--- config.mk ---
export PLATFORM = sky130hd
export DESIGN_NAME = aes_inv_mix_add
export DESIGN_NICKNAME = d
export VERILOG_FILES = /design/src/rtl/aes_pkg.sv /design/src/rtl/aes_inv_mix_add_inv_mix_column.sv /design/src/rtl/aes_inv_mix_add.sv
export SDC_FILE = /design/constraint.sdc
export NUM_CORES = 1
export LEC_CHECK = 0
export CAP_MARGIN = 15
export CORE_MARGIN = 10
export CORE_UTILIZATION = 50
export DETAILED_ROUTE_END_ITERATION = 12
export PLACE_DENSITY = 0.87
export SYNTH_ARGS = -nofsm -noshare
export SYNTH_HDL_FRONTEND = slang
export SYNTH_SLANG_ARGS = --single-unit
--- constraint.sdc ---
create_clock -name clk -period 8.13 [get_ports clk]
set_input_delay 0.813 -clock clk [delete_from_list [all_inputs] [get_ports clk]]
set_output_delay 0.813 -clock clk [all_outputs]
set_load 0.01 [all_outputs]
--- src/rtl/aes_pkg.sv ---
// Shared AES types, FSM encoding and GF(2^8) helpers (poly 0x11B) for the
// inverse MixColumns / AddRoundKey datapath.
package aes_pkg;

    typedef logic [127:0] state_t;
    typedef logic [31:0]  col_t;
    typedef logic [7:0]   byte_t;

    typedef enum logic [1:0] {
        IDLE    = 2'd0,
        COMPUTE = 2'd1,
        DONE    = 2'd2
    } fsm_t;

    function automatic byte_t xtime(input byte_t b);
        return {b[6:0], 1'b0} ^ (b[7] ? 8'h1b : 8'h00);
    endfunction

    // Higher multiples are built from the x2/x4/x8 ladder of xtime.
    function automatic byte_t gmul9(input byte_t b);
        byte_t x2, x4, x8;
        x2 = xtime(b);
        x4 = xtime(x2);
        x8 = xtime(x4);
        return x8 ^ b;
    endfunction

    function automatic byte_t gmul11(input byte_t b);
        byte_t x2, x4, x8;
        x2 = xtime(b);
        x4 = xtime(x2);
        x8 = xtime(x4);
        return x8 ^ x2 ^ b;
    endfunction

    function automatic byte_t gmul13(input byte_t b);
        byte_t x2, x4, x8;
        x2 = xtime(b);
        x4 = xtime(x2);
        x8 = xtime(x4);
        return x8 ^ x4 ^ b;
    endfunction

    function automatic byte_t gmul14(input byte_t b);
        byte_t x2, x4, x8;
        x2 = xtime(b);
        x4 = xtime(x2);
        x8 = xtime(x4);
        return x8 ^ x4 ^ x2;
    endfunction

    function automatic int get_byte_hi(input int k);
        return 127 - 8 * k;
    endfunction

    function automatic int get_byte_lo(input int k);
        return 120 - 8 * k;
    endfunction

endpackage

--- src/rtl/aes_inv_mix_add_inv_mix_column.sv ---
// Combinational InvMixColumns on one 32-bit column; a0 is the most
// significant byte.
module inv_mix_column
    import aes_pkg::*;
(
    input  col_t col_in,
    output col_t col_out
);

    byte_t a0, a1, a2, a3;
    byte_t b0, b1, b2, b3;

    always_comb begin
        a0 = col_in[31:24];
        a1 = col_in[23:16];
        a2 = col_in[15:8];
        a3 = col_in[7:0];

        b0 = gmul14(a0) ^ gmul11(a1) ^ gmul13(a2) ^ gmul9(a3);
        b1 = gmul9(a0)  ^ gmul14(a1) ^ gmul11(a2) ^ gmul13(a3);
        b2 = gmul13(a0) ^ gmul9(a1)  ^ gmul14(a2) ^ gmul11(a3);
        b3 = gmul11(a0) ^ gmul13(a1) ^ gmul9(a2)  ^ gmul14(a3);

        col_out = {b0, b1, b2, b3};
    end

endmodule

--- src/rtl/aes_inv_mix_add.sv ---
// AddRoundKey followed by InvMixColumns, one column per cycle by default.
// Define AES_INV_MIX_PARALLEL_EN to transform all four columns in one cycle.
module aes_inv_mix_add
    import aes_pkg::*;
#(
    parameter int NUM_COLS = 4
) (
    input  logic         clk,
    input  logic         rst_n,
    input  logic         in_valid,
    output logic         in_ready,
    input  logic [127:0] state_in,
    input  logic [127:0] round_key,
    input  logic         last_round,
    output logic         out_valid,
    input  logic         out_ready,
    output logic [127:0] data_out
);

    fsm_t   state_q;
    fsm_t   state_d;
    state_t work;

`ifdef AES_INV_MIX_PARALLEL_EN
    state_t mixed_all;

    for (genvar gc = 0; gc < NUM_COLS; gc++) begin : g_cols
        inv_mix_column u_col (
            .col_in  (work[get_byte_hi(4 * gc) -: 32]),
            .col_out (mixed_all[get_byte_hi(4 * gc) -: 32])
        );
    end
`else
    localparam int CNT_W = $clog2(NUM_COLS);
    localparam logic [CNT_W-1:0] LAST_COL = CNT_W'(NUM_COLS - 1);

    logic [CNT_W-1:0] col_cnt;
    col_t             cur_col;
    col_t             mixed_col;

    always_comb begin
        cur_col = '0;
        for (int c = 0; c < NUM_COLS; c++) begin
            if (col_cnt == CNT_W'(c)) begin
                cur_col = work[get_byte_hi(4 * c) -: 32];
            end
        end
    end

    inv_mix_column u_col (
        .col_in  (cur_col),
        .col_out (mixed_col)
    );
`endif

    always_ff @(posedge clk or negedge rst_n) begin
        if (!rst_n) begin
            state_q <= IDLE;
        end else begin
            state_q <= state_d;
        end
    end

    always_comb begin
        state_d = state_q;
        case (state_q)
            IDLE: begin
                if (in_valid) begin
                    state_d = last_round ? DONE : COMPUTE;
                end
            end
            COMPUTE: begin
`ifdef AES_INV_MIX_PARALLEL_EN
                state_d = DONE;
`else
                if (col_cnt == LAST_COL) begin
                    state_d = DONE;
                end
`endif
            end
            DONE: begin
                if (out_ready) begin
                    state_d = IDLE;
                end
            end
            default: state_d = IDLE;
        endcase
    end

    // The work register holds key-mixed state and is transformed in place.
    always_ff @(posedge clk or negedge rst_n) begin
        if (!rst_n) begin
            work <= '0;
`ifndef AES_INV_MIX_PARALLEL_EN
            col_cnt <= '0;
`endif
        end else begin
            case (state_q)
                IDLE: begin
                    if (in_valid) begin
                        work <= state_in ^ round_key;
                    end
`ifndef AES_INV_MIX_PARALLEL_EN
                    col_cnt <= '0;
`endif
                end
                COMPUTE: begin
`ifdef AES_INV_MIX_PARALLEL_EN
                    work <= mixed_all;
`else
                    for (int c = 0; c < NUM_COLS; c++) begin
                        if (col_cnt == CNT_W'(c)) begin
                            work[get_byte_hi(4 * c) -: 32] <= mixed_col;
                        end
                    end
                    col_cnt <= (col_cnt == LAST_COL) ? '0 : col_cnt + 1'b1;
`endif
                end
                default: begin
                end
            endcase
        end
    end

    // Ready is masked by reset so nothing is offered while rst_n is low.
    assign in_ready  = rst_n && (state_q == IDLE);
    assign out_valid = (state_q == DONE);
    assign data_out  = out_valid ? work : '0;

endmodule

==> results of run 1 <==
cells in the final DEF (no fill, tap or decap), types with 5 or more instances in the layout:
master / n
a31oi_2: 6
a21oi_1: 51
xnor2_2: 11
o22ai_1: 21
nor2_1: 101
o21ai_1: 10
o31ai_1: 60
nor3_1: 17
a22oi_2: 5
dfrtp_1: 132
clkinv_4: 5
a22o_1: 9
clkbuf_16: 17
clkdlybuf4s50_1: 389
nand3b_1: 25
and2_1: 128
xnor3_1: 21
inv_1: 9
o21ai_0: 92
nand2_1: 135
xor2_1: 133
buf_4: 15
xnor2_1: 161
a31oi_4: 7
through the flow:
stage	instance area [µm²]	hold slack (ps)	worst slack, ps	utilization, %
2_1_floorplan	11200	456	5010	-
3_3_place_gp	15200	476	3530	69.2
3_5_place_dp	15200	483	3470	69.2
4_1_cts	15800	335	3420	71.9
5_1_grt	15800	343	3140	71.9
6_report	15800	318	3400	71.9
cell type report:
cell class	count	area [µm²]	area share, %
Clock buffer	18	439	2.78
Tap cell	280	350	2.22
Multi-Input combinational cell	1049	7490	47.5
Sequential cell	132	3300	20.9
Inverter	11	41.3	0.262
Clock inverter	14	139	0.880
Timing Repair Buffer	405	4020	25.5
cells by family after synthesis:
kind of cell	after synthesis	synth area share [%]
DFF	132	29.5
and+or+nand+nor	420	18.4
muxes	5	0.480
xor gates and xnor gates	330	29.6
buffers and inverters	95	4.01
adders and majority gates	4	0.446
AOI/OAI and AO/OA	290	17.7
worst max-delay path, stage by stage (launching register included):
cell and delay, ps:
dfrtp_1 420, inv_1 100, ha_1 310, buf_4 260
nand2b_1 750, o22ai_1 290, a31oi_4 450, xnor2_1 260
xnor2_1 510, xnor3_1 530, xnor2_1 160, xnor2_1 370
o21ai_0 160
worst paths after layout:
kind | startpoint | end | slack, ps | cells past startpoint
max in group asynchronous | rst_n | work[115] | 6400 | 2
max | col_cnt[0] | work[84] | 3400 | 12
max reg2reg | col_cnt[0] | work[84] | 3400 | 12
min | rst_n | work[0] | 320 | 1
min in group clk | work[79] | work[79] | 500 | 2
min reg2reg | work[79] | work[79] | 500 | 2
sequential cells by signal, summed over array words and instances, names as in the netlist:
register / cells
work: 128
state_q: 2
col_cnt: 2
routing by layer:
layer / vias to the layer above / routed length (µm) / global-route usage (%)
li1: 4968 / - / -
met4: 0 / 1130 / 9.27
met3: 78 / 4570 / 7.70
met5: - / 0 / 0
met1: 5281 / 16900 / 37.8
met2: 708 / 22200 / 51.5
==> results.yml, run 1 <==
setup_path:
  worst_ep_arrival_time_ps: 5020
  crit_type: "flip-flop to flip-flop"
  start_kind: "flip-flop"
  cp_max_fo: 18
  cp.required_ps: 8420
  crit_path_end_kind: "flip-flop"
clock_tree:
  clk_latency_ps: 440
  clock_path_buffers: 2
  cts.sinks: 132
  post_cts_buffers: 0
  holdBufCountCts: 0
  cts_made_buffers: 17
  post_cts_resized: 0
  cts_max_level: 4
  cts-root-buf: "clkbuf_16"
  clk_pin_slew_ps: 70
  cts_tree: "done"
synthesis:
  ys_async_sr_fraction_pct: 100
  syn_nets: 1541
  ys_seq_area_share_pct: 29.5
  synthTopCellsByArea: "dfrtp_1 (29%), xnor2_1 (13%), xor2_1 (10%), and2_1 (7.1%), nand2_1 (4.5%)"
  synth_warnings: 0
  synthCells: 1276
  ys.flop_type: "dfrtp_1"
  avgSynthCellArea_um2: 8.79
  yosys_register_bits: 132
  synth_most_common_cell: "xnor2_1"
  syn_area_mm2: 0.0112
  synth_cell_types: 53
  yosys.area.top_type: "dfrtp_1"
  synth_edf_count: 0
  synthTopCellsByCount: "xnor2_1 (161), nand2_1 (135), xor2_1 (133)"
  synth_top_area_share_pct: 29.5
final_layout:
  fill_cells: 1676
  fin_cells: 1909
  drive_above_1_share_pct: 6.26
  diodes: 0
  layout.nets: 1881
  syn2layout_area_growth_pct: 40.7
sta:
  setup_viol: 0
  worst_slew_pin_slew_ps: 1100
  relSlewSlack_pct: 26.3
  slew_violations: 0
  fmax_mhz: 212
  period_share_pct: 58.1
  finalHoldViolCount: 0
  skew_ps: 10.2
  finalCriticalPeriod_ps: 4730
  fin_setup_tns_ps: 0
  rsz0062_at_grt: "false"
die:
  die_h_um: 170
  rows: 54
  die_w_um: 170
  core_mm2: 0.0220
  dieArea_mm2: 0.0288
  io_pins: 391
  start_util_pct: 51.1
drt:
  routedWlPerCell_um: 23.5
  postRouteAntennaNets: 0
  viasPerCell: 5.78
  drt-total-wl_um: 44800
  vias: 11035
  drtPass1Iterations: 6
  drtIter0Drc: 1185
  route.detailed.drc: 0
hold_path:
  hold_path_class: "primary input to asynchronous set/reset pin"
global_route:
  overflow: 0
  grt_antenna_before_repair: 1
  track_usage_pct: 30.6
  grt_pass1_wl_um: 68000
  grt_pass1_vias: 11332
  grt_max_degree: 108
placement:
  dp_hpwl_um: 35600
  gp_congestion: 1.00
  port_buffers: 390
  numPlacedInstances: 1877
run_status:
  status: "complete, no violations"
job:
  cap_viol_max_count: 0
Power of run 1 is not shown: default switching activity piles up to over one toggle a cycle in this logic, so the estimate is an artifact.
==> run 2, diff against run 1 <==
Settings changed: CORE_UTILIZATION 50 to 42, PLACE_DENSITY 0.87 to 0.78.
Clock period 8.13 ns to 4.21 ns, I/O delays scaled along.
==> run 2 against run 1 <==
Net effect: the run now ends with negative hold slack left; die area grew 17%; register-to-register slack lost 3200 ps; sequential share of layout area shrank 0.30 points; non-clock buffer count grew 19; utilization shrank 11 points; sequential cell count is the same; critical endpoint is now work[97].
==> results.yml, run 2 (same netlist as run 1, synthesis figures left out) <==
sta:
  finalHoldViolCount: 8
  worst_slew_pin_slew_ps: 994
  fmax_mhz: 249
  slew_violations: 0
  holdWs_ps: -16.5
  setup_viol: 0
  skew_ps: 8.14
  period_share_pct: 95.5
  fin_setup_tns_ps: 0
  relSlewSlack_pct: 33.6
  rsz0062_at_grt: "false"
  finalCriticalPeriod_ps: 4020
global_route:
  grt_antenna_before_repair: 0
  grt_pass1_vias: 11397
  overflow: 0
  track_usage_pct: 26.6
  grt_pass1_wl_um: 69200
  grt_max_degree: 88
setup_path:
  cp_common_cell: "xnor2_1"
  crit_buf_inv: 2
  start_kind: "flip-flop"
  cp_max_fo: 15
  crit-reg2reg-launch: "col_cnt[0]"
  critPathSlowestCell: "xnor2_1"
  worst_ep_arrival_time_ps: 4300
  crit_type: "flip-flop to flip-flop"
  reg2regPathDepth: 11
  path_delay_family: "XOR/XNOR gates"
  max_stage_delay_ps: 530
  timing.rr.end: "work[97]"
  crit_chain: "ha_2 -> buf_4 -> nor2_4 -> buf_12 -> a31oi_2 -> xnor2_1 -> xnor2_1 -> xnor3_1 -> xnor2_1 -> nor2_1 -> o21ai_0"
  crit_path_end_kind: "flip-flop"
  r2r_slack_ps: 190
  cp.required_ps: 4480
drt:
  routedWlPerCell_um: 23.3
  vias: 10887
  postRouteAntennaNets: 0
  drt-total-wl_um: 46100
  drtIter0Drc: 958
  route.detailed.drc: 0
  viasPerCell: 5.49
  drtPass1Iterations: 5
die:
  dieArea_mm2: 0.0336
  core_mm2: 0.0261
  io_pins: 391
  die_w_um: 183
  start_util_pct: 42.9
  rows: 59
  die_h_um: 183
clock_tree:
  post_cts_buffers: 0
  cts_max_level: 4
  clock_path_buffers: 2
  cts-root-buf: "clkbuf_16"
  clk_latency_ps: 430
  cts_made_buffers: 17
  clk_pin_slew_ps: 70
  cts.sinks: 132
  cts_tree: "done"
hold_path:
  hold_path_class: "primary input to asynchronous set/reset pin"
placement:
  port_buffers: 390
  dp_hpwl_um: 36900
  gp_congestion: 0.999
run_status:
  status: "complete, but fails checks"
  failed_checks: "negative hold slack"
final_layout:
  regMostFlops: "work"
  layout.nets: 1900
  utilization_pct: 61.2
  fill_cells: 2340
  syn2layout_area_growth_pct: 42.7
  drive_above_1_share_pct: 7.34
  diodes: 0
  most-common-layout-cells: "clkdlybuf4s50_1 (389), xnor2_1 (161), nand2_1 (135), xor2_1 (133), dfrtp_1 (132)"
  top_regs: "work (128), col_cnt (2), state_q (2)"
  layout_commonest_cell: "clkdlybuf4s50_1"
  largest_reg_flops: 128
job:
  cap_viol_max_count: 0
## run 2: cell types whose count changed in the layout (fill, tap and decap cells not counted), sizes merged
cell	previous run	this run
inv	17	19
buf	16	35
clkinv	7	2
clkinvlp	1	4
## run 2: repair_timing
item,in CTS,in global routing
resized for setup,0,1
hold buffers,0,0
setup endpoints to repair,0,1
## run 2: area by class of cell
class                   instances  area, µm²  area share, %
inverters                      11       41.3          0.258
multi-input cells            1049       7510           46.9
clock inverters                14        119          0.743
clock buffers                  18        429           2.68
flip-flops and latches        132       3300           20.6
repair buffers                424       4190           26.1
well taps                     335        419           2.62
## run 2: worst reg2reg max path: stages (launching register included)
cell	delay (ps)
dfrtp_1	450
ha_2	240
buf_4	200
nor2_4	420
buf_12	230
a31oi_2	250
xnor2_1	540
xnor2_1	190
xnor3_1	500
xnor2_1	180
nor2_1	460
o21ai_0	220
## run 2: how the worst max path moves through the flow
stage	from	cells past startpoint	slack (ps)	end
2_1_floorplan	col_cnt[0]	11	1090	work[92]
3_3_place_gp	col_cnt[1]	12	300	work[89]
3_5_place_dp	col_cnt[1]	11	280	work[97]
4_1_cts	col_cnt[1]	11	240	work[97]
5_1_grt	col_cnt[0]	11	20	work[104]
6_report	col_cnt[0]	11	190	work[97]
## run 2: layer usage
layer	GRT usage, %	vias up	part of all wire (%)
met5	0	-	0
met4	5.21	0	1.1
met3	7.33	31	9.0
met2	45.9	543	50
met1	32.7	5318	40
li1	-	4995	-
## run 2: metrics by stage
step,instance area (µm²),hold slack [ps],worst slack [ps],instances
finish,16000,-16.5,189,1983
global route,16000,21.4,22.8,1983
CTS,16000,10.4,243,1983
detailed placement,15400,463,275,1951
global placement,15400,464,303,1951
floorplan,11200,125,1090,1276
Power of run 2 is left out for the same reason.
==> run 3, diff against run 2 <==
Settings changed: GPL_TIMING_DRIVEN set to 1.
==> results of run 3 <==
Final layout, timing and power as in run 2 (identical DEF).
Power of run 3 is left out for the same reason.
